### config.mk
export PLATFORM = sky130hd
export DESIGN_NAME = alu_pipe
export DESIGN_NICKNAME = d
export VERILOG_FILES = /design/src/rtl/alu_pipe.sv
export SDC_FILE = /design/constraint.sdc
export NUM_CORES = 1
export LEC_CHECK = 0
export CAP_MARGIN = 20
export CORE_MARGIN = 8
export CORE_UTILIZATION = 40
export CTS_CLUSTER_SIZE = 12
export DETAILED_ROUTE_END_ITERATION = 12
export PLACE_DENSITY = 0.69
export SETUP_SLACK_MARGIN = 0.02
export SYNTH_ARGS = -nofsm -noshare
export SYNTH_HDL_FRONTEND = slang
export SYNTH_SLANG_ARGS = --single-unit
### constraint.sdc
create_clock -name clk -period 16.05 [get_ports clk]
set_clock_uncertainty 0.15 [all_clocks]
set_input_delay 3.21 -clock clk [delete_from_list [all_inputs] [get_ports clk]]
set_output_delay 3.21 -clock clk [all_outputs]
set_load 0.01 [all_outputs]
### src/rtl/alu_pipe.sv
// Two-stage pipelined ALU with valid/ready handshake and an architectural NZCV register.
// Stage 1 holds the operands and computes the result; stage 2 holds the result for writeback.
module alu_pipe #(
    parameter int         WIDTH       = 32,
    parameter logic [3:0] FLAGS_RESET = 4'b0000
) (
    input  logic             clk,
    input  logic             reset,
    input  logic             in_valid,
    output logic             in_ready,
    input  logic [1:0]       op,
    input  logic [3:0]       cmd,
    input  logic             set_flags,
    input  logic [WIDTH-1:0] a,
    input  logic [WIDTH-1:0] b,
    output logic             out_valid,
    input  logic             out_ready,
    output logic [WIDTH-1:0] result,
    output logic             wr_en,
    output logic [3:0]       res_flags,
    output logic [3:0]       flags
);

    localparam logic [1:0] OP_DP  = 2'd0;
    localparam logic [1:0] OP_MEM = 2'd1;
    localparam logic [1:0] OP_BR  = 2'd2;
    localparam logic [1:0] OP_RSV = 2'd3;

    localparam logic [3:0] C_AND = 4'b0000, C_EOR = 4'b0001, C_SUB = 4'b0010, C_RSB = 4'b0011;
    localparam logic [3:0] C_ADD = 4'b0100, C_ADC = 4'b0101, C_SBC = 4'b0110, C_RSC = 4'b0111;
    localparam logic [3:0] C_TST = 4'b1000, C_TEQ = 4'b1001, C_CMP = 4'b1010, C_CMN = 4'b1011;
    localparam logic [3:0] C_ORR = 4'b1100, C_MOV = 4'b1101, C_BIC = 4'b1110, C_MVN = 4'b1111;

    typedef struct packed {
        logic [1:0]       op;
        logic [3:0]       cmd;
        logic             set_flags;
        logic [WIDTH-1:0] a;
        logic [WIDTH-1:0] b;
    } req_t;

    typedef struct packed {
        logic [WIDTH-1:0] result;
        logic             wr_en;
        logic [3:0]       nzcv;
    } rsp_t;

    req_t s1;
    req_t req_in;
    logic s1_valid;
    rsp_t rsp;

    logic stall, accept, advance;

    assign stall    = out_valid & ~out_ready;
    assign in_ready = ~(s1_valid & stall);
    assign accept   = in_valid & in_ready;
    assign advance  = s1_valid & ~stall;

    assign req_in = '{op: op, cmd: cmd, set_flags: set_flags, a: a, b: b};

    // Every arithmetic op reduces to x + y + cin; logic ops bypass the adder
    // and carry C/V through from the architectural register.
    logic [WIDTH-1:0] x, y, logic_res, res;
    logic [WIDTH:0]   sum;
    logic             cin, arith, wr, c_out, v_out;

    always_comb begin
        x         = s1.a;
        y         = s1.b;
        cin       = 1'b0;
        arith     = 1'b1;
        logic_res = '0;
        wr        = 1'b1;
        case (s1.op)
            OP_DP: begin
                case (s1.cmd)
                    C_AND: begin arith = 1'b0; logic_res = s1.a & s1.b; end
                    C_EOR: begin arith = 1'b0; logic_res = s1.a ^ s1.b; end
                    C_SUB: begin y = ~s1.b; cin = 1'b1; end
                    C_RSB: begin x = s1.b; y = ~s1.a; cin = 1'b1; end
                    C_ADD: ;
                    C_ADC: cin = flags[1];
                    C_SBC: begin y = ~s1.b; cin = flags[1]; end
                    C_RSC: begin x = s1.b; y = ~s1.a; cin = flags[1]; end
                    C_TST: begin arith = 1'b0; logic_res = s1.a & s1.b; wr = 1'b0; end
                    C_TEQ: begin arith = 1'b0; logic_res = s1.a ^ s1.b; wr = 1'b0; end
                    C_CMP: begin y = ~s1.b; cin = 1'b1; wr = 1'b0; end
                    C_CMN: wr = 1'b0;
                    C_ORR: begin arith = 1'b0; logic_res = s1.a | s1.b; end
                    C_MOV: begin arith = 1'b0; logic_res = s1.b; end
                    C_BIC: begin arith = 1'b0; logic_res = s1.a & ~s1.b; end
                    C_MVN: begin arith = 1'b0; logic_res = ~s1.b; end
                    default: ;
                endcase
            end
            OP_MEM: y = s1.cmd[3] ? s1.b : '0;
            OP_BR:  ;
            OP_RSV: begin arith = 1'b0; logic_res = '0; wr = 1'b0; end
            default: ;
        endcase
    end

    assign sum   = {1'b0, x} + {1'b0, y} + {{WIDTH{1'b0}}, cin};
    assign res   = arith ? sum[WIDTH-1:0] : logic_res;
    assign c_out = arith ? sum[WIDTH] : flags[1];
    assign v_out = arith ? ((x[WIDTH-1] == y[WIDTH-1]) && (res[WIDTH-1] != x[WIDTH-1])) : flags[0];

    assign rsp.result = res;
    assign rsp.wr_en  = wr;
    assign rsp.nzcv   = {res[WIDTH-1], (res == '0), c_out, v_out};

    // Flags commit as the op leaves stage 1, so a carry consumer that reaches
    // stage 1 always sees every older op already folded into flags.
    always_ff @(posedge clk) begin
        if (reset) begin
            s1_valid  <= 1'b0;
            s1        <= '0;
            out_valid <= 1'b0;
            result    <= '0;
            wr_en     <= 1'b0;
            res_flags <= 4'b0000;
            flags     <= FLAGS_RESET;
        end else begin
            if (accept) begin
                s1_valid <= 1'b1;
                s1       <= req_in;
            end else if (advance) begin
                s1_valid <= 1'b0;
            end
            if (!stall)
                out_valid <= s1_valid;
            if (advance) begin
                result    <= rsp.result;
                wr_en     <= rsp.wr_en;
                res_flags <= rsp.nzcv;
                if (s1.op == OP_DP && s1.set_flags)
                    flags <= rsp.nzcv;
            end
        end
    end

endmodule

==> run_summary.xml <==
<?xml version="1.0" encoding="UTF-8"?>
<metrics>
  <group name="grt">
    <metric name="first_global_vias" unit="">9180</metric>
    <metric name="first_pass_grt_wire_length" unit="um">51300</metric>
    <metric name="grt_use_total" unit="%">22.6</metric>
    <metric name="overflow" unit="">0</metric>
    <metric name="antenna_found_initial" unit="">0</metric>
    <metric name="grt_start_max_net_pins" unit="">72</metric>
  </group>
  <group name="synth">
    <metric name="post_synth_most_frequent_cells" unit="">sky130_fd_sc_hd__nand2_1, sky130_fd_sc_hd__a21oi_1, sky130_fd_sc_hd__dfxtp_1, sky130_fd_sc_hd__clkbuf_1, sky130_fd_sc_hd__o21ai_0</metric>
    <metric name="asyncSetResetFlopFracSynth" unit="%">0</metric>
    <metric name="ys.flop_type" unit="">sky130_fd_sc_hd__dfxtp_1</metric>
    <metric name="synth_seq_area_share" unit="%">24.2</metric>
    <metric name="mappedNetlistNets" unit="">1501</metric>
    <metric name="syn-instance-count" unit="">1361</metric>
    <metric name="ys_top_cells_by_area" unit="">sky130_fd_sc_hd__dfxtp_1, sky130_fd_sc_hd__nand2_1, sky130_fd_sc_hd__ha_1</metric>
    <metric name="cell_with_the_most_instances_after_synthesis" unit="">sky130_fd_sc_hd__nand2_1</metric>
    <metric name="synthesis.yosys.warnings" unit="">0</metric>
    <metric name="synth.cell_area" unit="um^2">9360</metric>
    <metric name="synth_cell_types" unit="">76</metric>
    <metric name="yosysTopAreaCell" unit="">sky130_fd_sc_hd__dfxtp_1</metric>
    <metric name="avgSynthCellArea" unit="um^2">6.87</metric>
    <metric name="post-synth-top-area-fraction" unit="%">24.2</metric>
    <metric name="synth_enable_flop_cells" unit="">0</metric>
    <metric name="yosys_register_bits" unit="">113</metric>
  </group>
  <group name="sta">
    <metric name="number_of_pins_with_negative_max_slew_slack_in_the_final_report" unit="">0</metric>
    <metric name="setup_repair_after_global_routing_missed_its_margin" unit="">no</metric>
    <metric name="maxClockFrequency" unit="MHz">125</metric>
    <metric name="finalSetupViolations" unit="">0</metric>
    <metric name="final.period_utilization" unit="%">49.7</metric>
    <metric name="timing.final.hold_violations" unit="">0</metric>
    <metric name="relSlewSlack" unit="%">32.9</metric>
    <metric name="finalWorstPathRequiredPeriod" unit="ps">7970</metric>
    <metric name="fin_setup_tns" unit="ps">0</metric>
    <metric name="worst-slew-pin-transition" unit="ps">1010</metric>
  </group>
  <group name="power_and_ir_drop">
    <metric name="total_power" unit="mW">0.948</metric>
    <metric name="power.ir.vdd_worst" unit="uV">49.9</metric>
    <metric name="seqPwrFrac" unit="%">33.7</metric>
    <metric name="switching_share" unit="%">35.9</metric>
    <metric name="switching_power" unit="mW">0.340</metric>
    <metric name="internal-power" unit="mW">0.608</metric>
    <metric name="comb_power_share" unit="%">27.9</metric>
    <metric name="p_leak" unit="nW">4.38</metric>
    <metric name="p_clk_share" unit="%">38.4</metric>
    <metric name="power-per-cell-area" unit="nW/um^2">84.8</metric>
  </group>
  <group name="floorplanning">
    <metric name="die_height" unit="um">169</metric>
    <metric name="fp.coreArea" unit="um^2">23200</metric>
    <metric name="dieArea" unit="um^2">28500</metric>
    <metric name="initial_utilization" unit="%">40.3</metric>
    <metric name="die-width" unit="um">169</metric>
    <metric name="boundaryPins" unit="">118</metric>
    <metric name="core.rowCount" unit="">56</metric>
  </group>
  <group name="cells_and_area">
    <metric name="final_util" unit="%">48.2</metric>
    <metric name="finalNetCount" unit="">1536</metric>
    <metric name="syn_to_final_growth" unit="%">19.4</metric>
    <metric name="fill_count" unit="">2369</metric>
    <metric name="finish.cell_count_without_fillers" unit="">1728</metric>
    <metric name="regArea" unit="um^2">2260</metric>
    <metric name="insertedDiodeCount" unit="">0</metric>
    <metric name="multi_input_area" unit="um^2">6350</metric>
    <metric name="layout-drive-gt1-share" unit="%">5.32</metric>
  </group>
  <group name="routing">
    <metric name="drc" unit="">0</metric>
    <metric name="route.layer.met1.wl" unit="um">14900</metric>
    <metric name="highest-signal-layer" unit="">met4</metric>
    <metric name="drt-initial-drc-count" unit="">1169</metric>
    <metric name="detail_route.wirelength" unit="um">33000</metric>
    <metric name="route.detailed.wl_per_inst" unit="um">19.1</metric>
    <metric name="wl_met2" unit="um">13500</metric>
    <metric name="viasPerCell" unit="">5.90</metric>
    <metric name="routed-wl-met3" unit="um">3800</metric>
    <metric name="detailed_routing_iteration_count_for_the_pre_antenna_repair_pass" unit="">8</metric>
    <metric name="count_of_antenna_violating_nets_left_after_detailed_routing" unit="">0</metric>
    <metric name="via_count" unit="">10187</metric>
  </group>
  <group name="critical_path">
    <metric name="timing.critical_path.fanout_max" unit="">5</metric>
    <metric name="timing_worst_setup_path_type" unit="">input pin to primary output</metric>
    <metric name="startpoint_type" unit="">input pin</metric>
    <metric name="crit_arrival" unit="ps">4610</metric>
    <metric name="critical_path.endpoint_type" unit="">primary output</metric>
    <metric name="critical_path_required" unit="ps">12690</metric>
  </group>
  <group name="clock_network">
    <metric name="tritoncts_num_sinks" unit="">113</metric>
    <metric name="post_cts_resized" unit="">0</metric>
    <metric name="cts.reportedPaths.clkPinSlew" unit="ps">60</metric>
    <metric name="postCtsHoldBufs" unit="">0</metric>
    <metric name="cts_tree" unit="">yes</metric>
    <metric name="ctsLongestPathBuffers" unit="">2</metric>
    <metric name="cts.root.buffer_cell" unit="">sky130_fd_sc_hd__clkbuf_16</metric>
    <metric name="numCtsBuffers" unit="">17</metric>
    <metric name="cts-htree-levels" unit="">4</metric>
    <metric name="cts.repair_timing.setup_buffer_count" unit="">0</metric>
    <metric name="worstSkewPairLatency" unit="ps">430</metric>
  </group>
  <group name="worst_hold_path">
    <metric name="holdCritPathClass" unit="">register to register</metric>
  </group>
  <group name="placement">
    <metric name="dp.cells" unit="">1695</metric>
    <metric name="finalWeightedCongestion" unit="">0.917</metric>
    <metric name="buffer_ports.inserted" unit="">117</metric>
    <metric name="dp_hpwl" unit="um">24000</metric>
  </group>
  <group name="flow_run">
    <metric name="cap_violations" unit="">0</metric>
  </group>
  <group name="outcome">
    <metric name="status" unit="">finished, final reports clean</metric>
  </group>
</metrics>
-- logic make-up (layout without fill, tap and decap cells) --
family                   after synthesis  count (layout)  share of synthesized area [%]
AO/OA/AOI/OAI                        469             469                           32.3
AND/OR/NAND/NOR                      476             476                           22.2
XOR/XNOR                              36              36                           3.37
flip-flops                           113             113                           24.2
adder cells (fa/ha/maj)               65              65                           8.85
multiplexers                           7               7                          0.762
buffers and inverters                195             243                           8.33
-- power groups by stage --
stage / logic, mW / registers [mW] / clock network (mW)
3_3_place_gp: 0.254 / 0.324 / 0
2_1_floorplan: 0.171 / 0.317 / 0
4_1_cts: 0.259 / 0.319 / 0.369
5_1_grt: 0.289 / 0.322 / 0.380
3_5_place_dp: 0.257 / 0.325 / 0
6_report: 0.264 / 0.319 / 0.364
-- layout by cell type (no fill, tap or decap), drive strengths merged, types with 17 or more instances in the layout --
master         synthesis  layout
clkdlybuf4s50          0     116
nor2                  82      82
o221ai                23      23
o21ai                 97      97
o22ai                 38      38
inv                   75      87
nand3                 24      24
a211oi                27      27
a21oi                152     152
nor3                  25      25
clkbuf                97      17
nand2                268     268
buf                   22      19
xor2                  21      21
ha                    63      63
a21o                  19      19
dfxtp                113     113
-- through the flow --
stage | hold slack, ps | worst slack (ps) | instance area (um^2)
final | 310 | 8080 | 11200
after global routing | 342 | 7960 | 11200
after CTS | 321 | 8060 | 11200
after detailed placement | 314 | 8070 | 10600
after global placement | 302 | 8080 | 10600
after floorplan | 295 | 9130 | 9360
-- metal layers --
layer,up-vias,track usage [%]
li1,4928,-
met1,4664,31.8
met2,536,31.7
met3,59,6.45
met4,0,8.54
met5,-,0
-- worst max-delay path, cell delays in order --
cell and delay (ps):
sky130_fd_sc_hd__clkdlybuf4s50_1 390, sky130_fd_sc_hd__nor2b_1 330, sky130_fd_sc_hd__nand2_1 160, sky130_fd_sc_hd__clkdlybuf4s50_1 510
-- layout make-up --
class / instances / area share, %
clock buffer: 17 / 3.81
clock inverter: 15 / 1.21
inverter: 76 / 2.55
multi-input combinational: 1053 / 56.9
sequential: 113 / 20.3
tap: 319 / 3.57
timing repair buffer: 135 / 11.7
-- final timing paths --
path / startpoint / to / slack (ps) / cells past startpoint
worst max-delay path: out_ready / in_ready / 8080 / 4
worst min-delay path: wr_en / wr_en / 310 / 2
worst max register to register: s1[66] / res_flags[2] / 9980 / 18
worst min register to register: wr_en / wr_en / 310 / 2
-- registers in the layout (all words and copies together), names as in the netlist --
register and flops:
out_valid 1, s1_valid 1, s1 71, wr_en 1, res_flags 3, result 32, flags 4
(Power assumes the default switching activity.)
